### config.mk
export PLATFORM = sky130hd
export DESIGN_NAME = board_link_rx
export DESIGN_NICKNAME = d
export VERILOG_FILES = /design/src/rtl/warships_pkg.sv /design/src/rtl/link_sync.sv /design/src/rtl/board_link_rx.sv
export SDC_FILE = /design/constraint.sdc
export NUM_CORES = 1
export LEC_CHECK = 0
export BUFFER_PORTS_ARGS = -buffer_cell sky130_fd_sc_hd__buf_2
export CAP_MARGIN = 10
export CELL_PAD_IN_SITES_DETAIL_PLACEMENT = 1
export CELL_PAD_IN_SITES_GLOBAL_PLACEMENT = 1
export CORE_ASPECT_RATIO = 0.9
export CORE_MARGIN = 2
export CORE_UTILIZATION = 48
export CTS_CLUSTER_DIAMETER = 80
export CTS_CLUSTER_SIZE = 40
export DETAILED_ROUTE_END_ITERATION = 8
export GPL_TIMING_DRIVEN = 0
export HOLD_SLACK_MARGIN = 0.05
export PLACE_DENSITY_LB_ADDON = 0.08
export SLEW_MARGIN = 20
export SYNTH_ARGS = -nofsm -noshare
export SYNTH_HDL_FRONTEND = slang
export SYNTH_SLANG_ARGS = --single-unit
### constraint.sdc
create_clock -name clk -period 4.35 [get_ports clk]
set_input_delay 0.6525 -clock clk [delete_from_list [all_inputs] [get_ports clk]]
set_output_delay 0.6525 -clock clk [all_outputs]
set_load 0.1 [all_outputs]
### src/rtl/warships_pkg.sv
// rtl/warships_pkg.sv - shared link types, grid constants and coordinate helper
package warships_pkg;

   localparam int GRID_SIZE_DEF = 12;
   localparam int LINK_BITS     = 10;

   typedef enum logic [1:0] {
      ST_IDLE,
      ST_SETTLE,
      ST_HOLD,
      ST_WAIT_LOW
   } link_state_t;

   typedef struct packed {
      logic [3:0] x;
      logic [3:0] y;
   } cords_t;

   function automatic logic cords_in_grid(input cords_t c, input int grid);
      return (int'(c.x) < grid) && (int'(c.y) < grid);
   endfunction

endpackage

### src/rtl/link_sync.sv
// rtl/link_sync.sv - multi-stage flop synchroniser for asynchronous peer-board pins
module link_sync #(
   parameter int WIDTH       = 10,
   parameter int SYNC_STAGES = 2
) (
   input  logic             clk,
   input  logic             rst,
   input  logic [WIDTH-1:0] i_d,
   output logic [WIDTH-1:0] o_q
);

   logic [WIDTH-1:0] r_chain [SYNC_STAGES];

   always_ff @(posedge clk or negedge rst) begin
      if (!rst) begin
         for (int i = 0; i < SYNC_STAGES; i++) begin
            r_chain[i] <= '0;
         end
      end else begin
         r_chain[0] <= i_d;
         for (int i = 1; i < SYNC_STAGES; i++) begin
            r_chain[i] <= r_chain[i-1];
         end
      end
   end

   assign o_q = r_chain[SYNC_STAGES-1];

endmodule

### src/rtl/board_link_rx.sv
// rtl/board_link_rx.sv - peer-board coordinate receiver: synchronise, debounce, range-check, four-phase handshake
module board_link_rx
   import warships_pkg::*;
#(
   parameter int SYNC_STAGES   = 2,
   parameter int STABLE_CYCLES = 4,
   parameter int GRID_SIZE     = GRID_SIZE_DEF
) (
   input  logic       clk,
   input  logic       rst,
   input  logic       ready_in,
   input  logic       hit_in,
   input  logic [7:0] cords_in,
   input  logic       ack,
   output logic [7:0] cords_out,
   output logic       hit_out,
   output logic       cords_valid,
   output logic       cords_err,
   output logic       peer_ready
);

   localparam int                CNT_W    = $clog2(STABLE_CYCLES) + 1;
   localparam logic [CNT_W-1:0]  CNT_LAST = CNT_W'(STABLE_CYCLES - 1);

   logic [LINK_BITS-1:0] w_sync;
   logic                 w_ready_s;
   logic                 w_hit_s;
   cords_t               w_cords_s;

   link_state_t          r_state;
   link_state_t          w_state_nxt;
   cords_t               r_shadow;
   cords_t               w_shadow_nxt;
   logic [CNT_W-1:0]     r_cnt;
   logic [CNT_W-1:0]     w_cnt_nxt;
   logic                 w_capture_ok;
   logic                 w_capture_bad;

   logic [7:0]           r_cords_out;
   logic                 r_hit_out;
   logic                 r_err;

   link_sync #(
      .WIDTH       (LINK_BITS),
      .SYNC_STAGES (SYNC_STAGES)
   ) u_sync (
      .clk (clk),
      .rst (rst),
      .i_d ({ready_in, hit_in, cords_in}),
      .o_q (w_sync)
   );

   assign w_ready_s = w_sync[9];
   assign w_hit_s   = w_sync[8];
   assign w_cords_s = cords_t'(w_sync[7:0]);

   always_ff @(posedge clk or negedge rst) begin
      if (!rst) begin
         r_state  <= ST_IDLE;
         r_shadow <= '0;
         r_cnt    <= '0;
      end else begin
         r_state  <= w_state_nxt;
         r_shadow <= w_shadow_nxt;
         r_cnt    <= w_cnt_nxt;
      end
   end

   // cnt only advances while below CNT_LAST; the capture exit leaves SETTLE before it could wrap
   always_comb begin
      w_state_nxt   = r_state;
      w_shadow_nxt  = r_shadow;
      w_cnt_nxt     = r_cnt;
      w_capture_ok  = 1'b0;
      w_capture_bad = 1'b0;
      case (r_state)
         ST_IDLE: begin
            if (w_ready_s) begin
               w_state_nxt  = ST_SETTLE;
               w_shadow_nxt = w_cords_s;
               w_cnt_nxt    = '0;
            end
         end
         ST_SETTLE: begin
            if (!w_ready_s) begin
               w_state_nxt = ST_IDLE;
            end else if (w_cords_s != r_shadow) begin
               w_shadow_nxt = w_cords_s;
               w_cnt_nxt    = '0;
            end else if (r_cnt == CNT_LAST) begin
               if (cords_in_grid(r_shadow, GRID_SIZE)) begin
                  w_capture_ok = 1'b1;
                  w_state_nxt  = ST_HOLD;
               end else begin
                  w_capture_bad = 1'b1;
                  w_state_nxt   = ST_WAIT_LOW;
               end
            end else begin
               w_cnt_nxt = r_cnt + 1'b1;
            end
         end
         ST_HOLD: begin
            if (ack) begin
               w_state_nxt = ST_WAIT_LOW;
            end
         end
         ST_WAIT_LOW: begin
            if (!w_ready_s) begin
               w_state_nxt = ST_IDLE;
            end
         end
         default: begin
            w_state_nxt = ST_IDLE;
         end
      endcase
   end

   always_ff @(posedge clk or negedge rst) begin
      if (!rst) begin
         r_cords_out <= 8'h00;
         r_hit_out   <= 1'b0;
         r_err       <= 1'b0;
      end else begin
         r_err <= w_capture_bad;
         if (w_capture_ok) begin
            r_cords_out <= r_shadow;
            r_hit_out   <= w_hit_s;
         end
      end
   end

   assign cords_out   = r_cords_out;
   assign hit_out     = r_hit_out;
   assign cords_err   = r_err;
   assign cords_valid = (r_state == ST_HOLD);
   assign peer_ready  = w_ready_s;

endmodule

**Yosys cells after proc, flatten, opt, wreduce, memory -nomap -nowiden**

Index checks and enable logic that the tools add are counted.

- Register bits: 43
- Input port bits: 13
- Logic and storage cells: 58

- $add $sub $neg: 1
- Eq/ne operators: 13
- Order comparisons: 2
- Reductions and logical operators: 6
- Mux-type cells: 27

Operators with widths:

| cell | number |
|---|---|
| 8-bit 2-to-1 mux | 3 |
| 8-bit case mux with 2 select lines | 1 |
| 2-bit 2-to-1 mux | 6 |
| 3-bit 2-to-1 mux | 4 |
| 1-bit 2-to-1 mux | 11 |
| 3-bit inequality test, second input constant | 3 |
| 4-bit less-than comparator, second input constant | 2 |
| 8-bit inequality test | 1 |
| 2-bit case mux with 4 select lines | 1 |
| 4-bit AND reduction | 2 |
| 2-bit inequality test, second input constant | 3 |
| 3-bit case mux with 2 select lines | 1 |
| 5-bit AND reduction | 1 |
| 2-bit == test, second input constant | 2 |
| 2-bit by 1-bit inequality test with 1-bit output, second input constant | 2 |
| 3-bit by 1-bit adder with 3-bit output, second input constant | 1 |
| 3-bit by 2-bit == test with 1-bit output, second input constant | 1 |
| 2-bit by 1-bit == test with 1-bit output, second input constant | 1 |
| 2-bit logical NOT | 1 |
| 2-bit nonzero test | 1 |
| 1-bit logical AND | 1 |

**Longest topological paths before layout**

Gate-level depths: netlist of run 1.

- Depth after elaboration: 7
- Gate-level depth with buffers: 5
- Depth with buffers taken out: 5

**Modules after synthesis**

From an unflattened synthesis of run 1, not the netlist that was laid out.

- Cells, all modules: 124
- Area, all modules: 1644.1 um^2

Modules (own cells, without submodules):

| module | instances | area each (um^2) | seq. area each (um^2) | cells an instance |
|---|---|---|---|---|
| board_link_rx | 1 | 1068.5 | 575.6 | 94 |
| link_sync | 1 | 575.6 | 500.5 | 30 |

**Least setup slack after synthesis of run 1**

OpenSTA, ideal clock, no wires.

- Path kind: register to register
- Start point: register u_sync.r_chain (netlist bit u_sync.o_q[9])
- End point: register r_cords_out[0] (netlist: cords_out[0])
- Setup slack: 2.136 ns
- Data arrival time: 2.089 ns
- Cell stages (with the launch flop): 5
- Data required time: 4.225 ns
- Buffers on the path: 0
- Cell sequence: dfrtp_1 nor2b_1 and3_1 nand3_4 mux2_4

- Longest elaborated chain between the ends: 2

RTL lines:

| item | RTL line | text |
|---|---|---|
| start: declaration | link_sync.sv:12 | `logic [WIDTH-1:0] r_chain [SYNC_STAGES];` |
| start signal: indexed assignment | link_sync.sv:22 | `r_chain[i] <= r_chain[i-1];` |
| 1-bit 2-to-1 mux | board_link_rx.sv:85 | `if (!w_ready_s) begin` |
| 1-bit 2-to-1 mux | board_link_rx.sv:76 | `case (r_state)` |
| end signal: assignment | board_link_rx.sv:126 | `r_cords_out <= r_shadow;` |
| end: declaration | board_link_rx.sv:39 | `logic [7:0] r_cords_out;` |

No other way between the ends.
A chain may end at the register's enable or synchronous reset.

**Worst setup path after layout of run 1**

- Start point: register r_state[0]
- End point: output cords_valid

- Longest elaborated chain between the ends: 1

RTL lines:

| item | RTL line | text |
|---|---|---|
| start: declaration | board_link_rx.sv:30 | `link_state_t r_state;` |
| start signal: assignment | board_link_rx.sv:63 | `r_state <= w_state_nxt;` |
| 2-bit == test | board_link_rx.sv:135 | `assign cords_valid = (r_state == ST_HOLD);` |
| end: declaration | board_link_rx.sv:17 | `output logic cords_valid,` |

No other way between the ends.

==> flow_metrics.py, run 1 <==
metrics = {
    "outcome": {
        "status": "finished, final reports clean",
    },
    "die": {
        "die_y_um": 58.7,
        "io_pins": 25,
        "core_area_mm2": 0.00311,
        "start_util_pct": 51.2,
        "die_w_um": 64.8,
        "die_area_mm2": 0.00380,
        "placement_rows": 19,
    },
    "setup_path": {
        "path_class": "reg -> out",
        "worstPathRequired_ns": 3.70,
        "worstPathArrival_ns": 1.33,
        "r2r-start": "r_shadow[7]$_DFFE_PN0P_",
        "critPathCaptureType": "output pin",
        "r2r_slack_ns": 2.48,
        "worstReg2RegEnd": "cords_out[5]$_DFFE_PN0P_",
        "worst_setup_path_start_kind": "register",
        "crit_path_max_fanout": 3,
        "reg2regPathDepth": 5,
    },
    "finish": {
        "fillCellCount": 312,
        "fin_cells": 184,
        "diodes": 0,
        "layout.nets": 156,
        "seq_area_mm2": 0.00108,
        "areaGrowthSynthToFinish_pct": 17.9,
        "drive_gt1_share_pct": 32.4,
        "multi_input_comb_area_um2": 497,
    },
    "drt": {
        "maxUsedRoutingLayer": "met4",
        "drt-wirelength-per-cell_um": 15.1,
        "postRouteAntennaNets": 0,
        "m1WireLength_um": 1250,
        "dr_total_vias": 914,
        "wl_met3_um": 153,
        "drt_wl_total_um": 2780,
        "wl_met2_um": 1330,
        "drt_first_pass_iters": 4,
        "drc": 0,
        "viasPerCell": 4.97,
        "drt_first_iter_violations": 38,
    },
    "min_path": {
        "hold_path_end": "u_sync.o_q[4]$_DFF_PN0_",
        "hold_start": "u_sync.r_chain[14]$_DFF_PN0_",
        "min_path_type": "reg -> reg",
        "min_path_cells": 0,
    },
    "clocking": {
        "clockBufferDepth": 2,
        "clkLatencyLatePin_ns": 0.29,
        "clk_pin_slew_ns": 0.08,
        "cts.sinks": 43,
        "numCtsBuffers": 5,
        "cts_tree": "done",
        "post_cts_buffers": 0,
        "cts_root_buf": "clkbuf_8",
        "cts_resized": 0,
        "htreeDepth": 2,
        "cts_hold_buf": 0,
    },
    "power_and_ir_drop": {
        "leakagePower_nw": 0.962,
        "vdd_drop_max_mv": 0.265,
        "power_density_mw_per_mm2": 416,
    },
    "place": {
        "port_buffers": 24,
        "dp.final_hpwl_um": 1940,
        "gp_congestion": 0.814,
        "place_worst_setup_slack_ns": 2.49,
        "post-place-cells": 176,
    },
    "synthesis": {
        "synth_edf_count": 0,
        "syn_nets": 125,
        "avgSynthCellArea_um2": 14.5,
        "postSynthCellCount": 110,
        "yosys_warnings": 0,
        "yosys_most_used_dff": "dfrtp_1",
        "synth_cell_types": 25,
        "ys_seq_area_share_pct": 67.5,
        "synthesis.area_mm2": 0.00160,
        "ys_async_sr_fraction_pct": 100,
        "ys_seq_elements": 43,
    },
    "global_routing": {
        "antenna_found_initial": 0,
        "grt_max_degree": 44,
        "overflow": 0,
        "grt_pass1_wl_um": 4740,
        "grt_usage_pct": 17.5,
        "grt_pass1_vias": 965,
    },
    "sta": {
        "worst_pin_slew_ns": 0.914,
        "finalSetupViolations": 0,
        "setup_ws_ns": 2.37,
        "achievable-frequency_mhz": 505,
        "rsz0062_at_grt": "no",
        "finalCritPeriodShare_pct": 45.6,
        "fin_crit_ns": 1.98,
        "skew_ns": 0.00489,
        "slew_viol_final": 0,
        "slew_headroom_pct": 39.1,
        "timing.final.hold_violations": 0,
        "setup_tns_ns": 0,
    },
    "run": {
        "cap_viol_max_count": 0,
    },
}
cell usage in the layout, fill, tap and decap left out, types with 2 or more instances in the layout:
cell type	Yosys	layout
dfrtp_1	43	43
buf_2	0	24
nand2_1	19	19
mux2_4	9	9
inv_1	6	6
clkbuf_8	0	5
xor2_1	4	4
xnor2_1	3	3
nand2b_1	2	2
nand3_1	2	2
and3_1	2	2
mux2_2	2	2
a31oi_1	2	2
o22ai_1	2	2
ha_1	2	2
power breakdown:
part           switching [W]  internal [W]  total (W)  leakage (nW)
combinational      0.0000306     0.0000173  0.0000479         0.366
sequential         0.0000144      0.000416   0.000431         0.537
clock               0.000134      0.000171   0.000304        0.0581
total               0.000178      0.000604   0.000783         0.962
metal layers:
layer / GRT usage [%] / up-vias
li1: - / 430
met1: 21.7 / 453
met2: 27.4 / 26
met3: 6.88 / 5
met4: 8.21 / 0
met5: 0 / -
sequential cells by signal, summed over array words and instances (netlist names), named ones only:
register and count:
u_sync.o_q 10, u_sync.r_chain 10, cords_out 8, r_shadow 8, r_cnt 3, cords_err 1
hit_out 1, r_state 1
cells by family after synthesis:
logic type | synth area share (%)
multiplexers | 10.5
buffers and inverters | 1.41
AO/OA/AOI/OAI | 5.02
AND/OR/NAND/NOR | 10.2
XOR/XNOR | 3.84
adder cells (fa/ha/maj) | 1.57
flip-flops | 67.5
worst max-delay path: stages, from the launching register on:
cell	delay [ns]
dfrtp_1	0.40
nand2b_1	0.17
inv_1	0.05
buf_2	0.41
stage by stage:
stage	instance area (um2)	util, %	power [W]	hold slack, ns
after detailed placement	1770	56.8	0.000488	0.336
final	1880	60.4	0.000783	0.353
after global routing	1880	60.4	0.000815	0.363
after global placement	1770	56.8	0.000483	0.332
after CTS	1880	60.4	0.000794	0.355
after floorplan	1600	-	0.000464	0.331
cell usage after synthesis, types with 2 or more instances:
cell type	number	area (um2)
a31oi_1	2	12.5
and3_1	2	12.5
dfrtp_1	43	1080
ha_1	2	25.0
inv_1	6	22.5
mux2_2	2	22.5
mux2_4	9	135
nand2_1	19	71.3
nand2b_1	2	12.5
nand3_1	2	10.0
o22ai_1	2	12.5
xnor2_1	3	26.3
xor2_1	4	35.0
worst max path at each step:
| stage | start | endpoint | cells after the start |
|---|---|---|---|
| 2_1_floorplan | u_sync.o_q[9]$_DFF_PN0_ | cords_out[0]$_DFFE_PN0P_ | 4 |
| 3_3_place_gp | u_sync.o_q[9]$_DFF_PN0_ | hit_out$_DFFE_PN0P_ | 4 |
| 3_5_place_dp | r_shadow[7]$_DFFE_PN0P_ | cords_out[5]$_DFFE_PN0P_ | 5 |
| 4_1_cts | r_state[0]$_DFFE_PN0P_ | cords_valid | 3 |
| 5_1_grt | r_state[0]$_DFFE_PN0P_ | cords_valid | 3 |
| 6_report | r_state[0]$_DFFE_PN0P_ | cords_valid | 3 |
cell type report:
type	instances	area share, %
Sequential cell	43	57.2
Multi-Input combinational cell	61	26.4
Timing Repair Buffer	24	6.39
Clock buffer	5	3.66
Tap cell	42	2.79
Clock inverter	3	2.33
Inverter	6	1.20
(Power assumes the default switching activity.)
==> run 2: changes to the inputs <==
Settings changed: CORE_UTILIZATION 48 to 45.
Clock period 4.35 ns to 2.1 ns, I/O delays scaled along.
==> run 2 against run 1 <==
Compared with the run above: via count grew 0.88%; largest cell class unchanged; flip-flop and latch count is the same; critical endpoint is now cords_out[0]$_DFFE_PN0P_; largest power group unchanged; highest routed layer unchanged; wire length grew 2.0%.
==> flow_metrics.py, run 2 (synthesized netlist as in run 1, its figures left out) <==
metrics = {
    "power_and_ir_drop": {
        "leakagePower_nw": 0.964,
        "p_int_w": 0.00128,
        "power_density_mw_per_mm2": 869,
        "sequentialPowerShare_pct": 54.3,
        "clkPwrFrac_pct": 39.7,
        "sw_frac_of_total_pct": 21.8,
        "switching_power_w": 0.000358,
        "combPwrFrac_pct": 6.0,
        "p_total_w": 0.00164,
        "vdd_drop_max_mv": 0.473,
    },
    "clocking": {
        "clkLatencyLatePin_ns": 0.29,
        "numCtsBuffers": 5,
        "post_cts_buffers": 0,
        "clk_pin_slew_ns": 0.08,
        "cts_hold_buf": 0,
        "cts_root_buf": "clkbuf_8",
        "htreeDepth": 2,
        "cts_tree": "done",
        "cts.sinks": 43,
        "clockBufferDepth": 2,
        "cts_resized": 0,
    },
    "finish": {
        "drive_gt1_share_pct": 33.1,
        "mostFrequentLayoutCell": "dfrtp_1",
        "fin_cells": 186,
        "final_cell_mix": "dfrtp_1 (42), buf_2 (24), nand2_1 (19), mux2_4 (9)",
        "diodes": 0,
        "layout.nets": 156,
        "areaGrowthSynthToFinish_pct": 18.4,
    },
    "setup_path": {
        "crit_path_max_fanout": 9,
        "r2r_slack_ns": 0.23,
        "worst_setup_path_start_kind": "register",
        "worstPathCellList": "xnor2_1, nand3_1, a211oi_4, nand3_4, mux2_4",
        "startpoint": "r_shadow[7]$_DFFE_PN0P_",
        "critPathMaxStageDelay_ns": 0.44,
        "critPathCaptureType": "register",
        "worstPathArrival_ns": 2.05,
        "cp_num_buf_inv": 0,
        "cpMaxStageDelayCell": "dfrtp_1",
        "cp.depth": 5,
        "cpLargestDelayFamily": "flip-flops",
        "endpoint": "cords_out[0]$_DFFE_PN0P_",
        "path_class": "reg -> reg",
        "worstReg2RegEnd": "cords_out[0]$_DFFE_PN0P_",
        "worstPathRequired_ns": 2.28,
        "r2r-start": "r_shadow[7]$_DFFE_PN0P_",
        "reg2regPathDepth": 5,
    },
    "sta": {
        "slew_headroom_pct": 38.8,
        "timing.final.hold_violations": 0,
        "finalCritPeriodShare_pct": 89.0,
        "setup_tns_ns": 0,
        "finalSetupViolations": 0,
        "worst_pin_slew_ns": 0.919,
        "fin_crit_ns": 1.87,
        "achievable-frequency_mhz": 535,
        "slew_viol_final": 0,
        "skew_ns": 0.00653,
        "rsz0062_at_grt": "no",
    },
    "place": {
        "port_buffers": 24,
        "gp_congestion": 0.730,
        "post-place-cells": 178,
        "dp.final_hpwl_um": 2080,
    },
    "drt": {
        "viasPerCell": 4.96,
        "dr_total_vias": 922,
        "drt_wl_total_um": 2830,
        "drt_first_pass_iters": 2,
        "drt_first_iter_violations": 41,
        "drt-wirelength-per-cell_um": 15.2,
        "drc": 0,
        "postRouteAntennaNets": 0,
    },
    "die": {
        "die_area_mm2": 0.00404,
        "core_area_mm2": 0.00338,
        "placement_rows": 20,
        "die_y_um": 60.5,
        "die_w_um": 66.8,
        "io_pins": 25,
        "start_util_pct": 47.2,
    },
    "global_routing": {
        "overflow": 0,
        "grt_pass1_vias": 992,
        "grt_max_degree": 44,
        "grt_usage_pct": 16.5,
        "antenna_found_initial": 0,
        "grt_pass1_wl_um": 4640,
    },
    "outcome": {
        "status": "finished, final reports clean",
    },
    "min_path": {
        "min_path_type": "in -> reg",
    },
    "run": {
        "cap_viol_max_count": 0,
    },
}
## run 2: layout make-up
class | instances | area [um2]
clock buffers | 6 | 82.6
flip-flops and latches | 43 | 1080
fillers | 349 | 1490
well taps | 44 | 55.1
inverters | 6 | 22.5
clock inverters | 2 | 35.0
repair buffers | 24 | 120
multi-input cells | 61 | 497
## run 2: how the worst min path moves through the flow
stage                                       from                            to  cells past startpoint
finish                                    hit_in  u_sync.r_chain[18]$_DFF_PN0_                      1
detailed placement  u_sync.r_chain[11]$_DFF_PN0_       u_sync.o_q[1]$_DFF_PN0_                      0
floorplan                                    rst                     async pin                      0
CTS                                       hit_in  u_sync.r_chain[18]$_DFF_PN0_                      1
global placement    u_sync.r_chain[10]$_DFF_PN0_       u_sync.o_q[0]$_DFF_PN0_                      0
global route                         cords_in[1]  u_sync.r_chain[11]$_DFF_PN0_                      1
## run 2: per-layer routing
| metal | share of wire [%] | GRT usage, % | up-vias |
|---|---|---|---|
| met3 | 4.5 | 6.12 | 2 |
| met4 | 0.39 | 6.12 | 0 |
| met1 | 42 | 19.0 | 470 |
| li1 | - | - | 430 |
| met2 | 53 | 28.6 | 20 |
| met5 | 0 | 0 | - |
## run 2: stage by stage
| step | util, % | area [um2] | setup WS, ns | hold slack (ns) |
|---|---|---|---|---|
| floorplan | - | 1600 | 0.173 | 0.0194 |
| global placement | 52.4 | 1770 | 0.245 | 0.333 |
| detailed placement | 52.4 | 1770 | 0.219 | 0.338 |
| CTS | 55.9 | 1890 | 0.210 | 0.110 |
| global route | 55.9 | 1890 | 0.105 | 0.109 |
| finish | 55.9 | 1890 | 0.231 | 0.121 |
## run 2: worst register-to-register path: cells and delay by family (launching register included)
kind | cells | cell delay (ns)
DFF | 1 | 0.44
xor gates and xnor gates | 1 | 0.18
AOI/OAI and AO/OA | 1 | 0.37
muxes | 1 | 0.37
and+or+nand+nor | 2 | 0.41
## run 2: power by group through the flow
stage / clock (W) / combinational [W] / sequential [W]
floorplan: 0 / 0.0000553 / 0.000906
global route: 0.000706 / 0.000112 / 0.000897
detailed placement: 0 / 0.000101 / 0.000909
CTS: 0.000674 / 0.000102 / 0.000892
global placement: 0 / 0.0000975 / 0.000905
finish: 0.000651 / 0.0000991 / 0.000891
==> run 3: changes to the inputs <==
Settings changed: REMOVE_ABC_BUFFERS from default to 1.
==> run 3 against run 2 <==
Compared with the run above: combinational power about the same; critical path depth down 1; worst setup slack worse by 0.033 ns; utilization down 1.4 points; worst hold slack better by 0.013 ns; critical endpoint is now hit_out$_DFFE_PN0P_; sequential share of layout area up 1.4 points; first-iteration DRC count down 22%; clock skew down 0.0015 ns; design area down 2.5%; highest routed layer unchanged.
==> flow_metrics.py, run 3 (synthesized netlist as in run 1, its figures left out) <==
metrics = {
    "sta": {
        "worst_pin_slew_ns": 0.922,
        "skew_ns": 0.00502,
        "setup_tns_ns": 0,
        "finalSetupViolations": 0,
        "achievable-frequency_mhz": 526,
        "finalCritPeriodShare_pct": 90.6,
        "fin_crit_ns": 1.90,
        "timing.final.hold_violations": 0,
        "slew_viol_final": 0,
        "whs_ns": 0.134,
        "rsz0062_at_grt": "no",
        "slew_headroom_pct": 38.6,
    },
    "finish": {
        "mostFrequentLayoutCell": "dfrtp_1",
        "seq_area_mm2": 0.00108,
        "multi_input_comb_area_um2": 497,
        "drive_gt1_share_pct": 30.7,
        "diodes": 0,
        "final_cell_mix": "dfrtp_1 (43), buf_2 (24), nand2_1 (19), mux2_4 (9), inv_1 (6)",
        "layout.nets": 156,
        "fin_cells": 184,
        "areaGrowthSynthToFinish_pct": 15.5,
        "fillCellCount": 355,
    },
    "clocking": {
        "cts_tree": "done",
        "cts_resized": 0,
        "cts_hold_buf": 0,
        "post_cts_buffers": 0,
        "numCtsBuffers": 5,
        "cts.sinks": 43,
        "clockBufferDepth": 2,
        "htreeDepth": 2,
        "clk_pin_slew_ns": 0.07,
        "cts_root_buf": "clkbuf_8",
        "clkLatencyLatePin_ns": 0.28,
    },
    "place": {
        "port_buffers": 24,
        "dp.final_hpwl_um": 1940,
        "gp_congestion": 0.727,
        "post-place-cells": 178,
    },
    "setup_path": {
        "r2r-start": "u_sync.o_q[9]$_DFF_PN0_",
        "crit_path_max_fanout": 9,
        "critPathCaptureType": "register",
        "worstPathCellList": "nor2b_1, and3_1, nand3_4, mux2_4",
        "worstPathRequired_ns": 2.27,
        "worst_setup_path_start_kind": "register",
        "worstPathArrival_ns": 2.07,
        "startpoint": "u_sync.o_q[9]$_DFF_PN0_",
        "critPathMaxStageDelay_ns": 0.51,
        "path_class": "reg -> reg",
        "cpMaxStageDelayCell": "nor2b_1",
    },
    "drt": {
        "drc": 0,
        "drt-wirelength-per-cell_um": 14.7,
        "drt_first_iter_violations": 32,
        "drt_wl_total_um": 2700,
        "drt_first_pass_iters": 4,
        "dr_total_vias": 892,
        "viasPerCell": 4.85,
        "postRouteAntennaNets": 0,
    },
    "outcome": {
        "status": "finished, final reports clean",
    },
    "power_and_ir_drop": {
        "power_density_mw_per_mm2": 788,
        "leakagePower_nw": 0.941,
        "switching_power_w": 0.000333,
        "vdd_drop_max_mv": 0.441,
        "sw_frac_of_total_pct": 22.9,
        "sequentialPowerShare_pct": 61.3,
        "combPwrFrac_pct": 6.9,
        "p_int_w": 0.00112,
        "clkPwrFrac_pct": 31.8,
    },
    "die": {
        "die_area_mm2": 0.00404,
        "core_area_mm2": 0.00338,
        "io_pins": 25,
        "placement_rows": 20,
        "die_y_um": 60.5,
        "die_w_um": 66.8,
        "start_util_pct": 47.2,
    },
    "global_routing": {
        "overflow": 0,
        "grt_max_degree": 44,
        "grt_pass1_wl_um": 4500,
        "grt_usage_pct": 15.5,
        "antenna_found_initial": 0,
        "grt_pass1_vias": 955,
    },
    "min_path": {
        "min_path_type": "in -> reg",
        "hold_start": "hit_in",
    },
    "run": {
        "cap_viol_max_count": 0,
    },
}
-- run 3: area by class of cell --
cell class,count,share of cell area (%)
Sequential cell,43,58.4
Multi-Input combinational cell,61,27.0
Timing Repair Buffer,24,6.52
Clock buffer,6,3.94
Tap cell,44,2.99
Inverter,6,1.22
-- run 3: worst paths after layout --
kind	depth (start not counted)	slack (ns)	end
worst max-delay path	4	0.20	hit_out$_DFFE_PN0P_
worst min-delay path	1	0.13	u_sync.r_chain[18]$_DFF_PN0_
worst max register to register	4	0.20	hit_out$_DFFE_PN0P_
worst min register to register	0	0.35	u_sync.o_q[2]$_DFF_PN0_
max in group asynchronous	1	1.35	r_shadow[1]$_DFFE_PN0P_
min in group asynchronous	1	0.17	u_sync.o_q[3]$_DFF_PN0_
-- run 3: critical path, delay by kind of cell (launching register included) --
family | cells | cell delay [ns]
multiplexers | 1 | 0.36
flip-flops | 1 | 0.41
AND/OR/NAND/NOR | 3 | 1.03
-- run 3: power groups by stage --
stage                     combinational, W  sequential (W)  clock (W)
final                             0.000100        0.000891   0.000462
after CTS                         0.000103        0.000892   0.000482
after floorplan                  0.0000554        0.000906          0
after detailed placement          0.000103        0.000908          0
after global placement           0.0000975        0.000905          0
after global routing              0.000113        0.000897   0.000512
-- run 3: metal layers --
metal	track usage, %	share of wire (%)	vias up
met1	19.5	46	440
met2	25.0	49	21
met4	8.45	1.4	0
li1	-	-	427
met5	0	0	-
met3	4.08	3.7	4
-- run 3: per-stage QoR --
stage	utilization [%]	power, W	setup slack, ns	instance area, um2
final	54.6	0.00145	0.198	1840
after global routing	54.6	0.00152	0.0458	1840
after CTS	54.6	0.00148	0.167	1840
after detailed placement	52.4	0.00101	0.180	1770
after global placement	52.4	0.00100	0.232	1770
after floorplan	-	0.000962	-0.114	1600
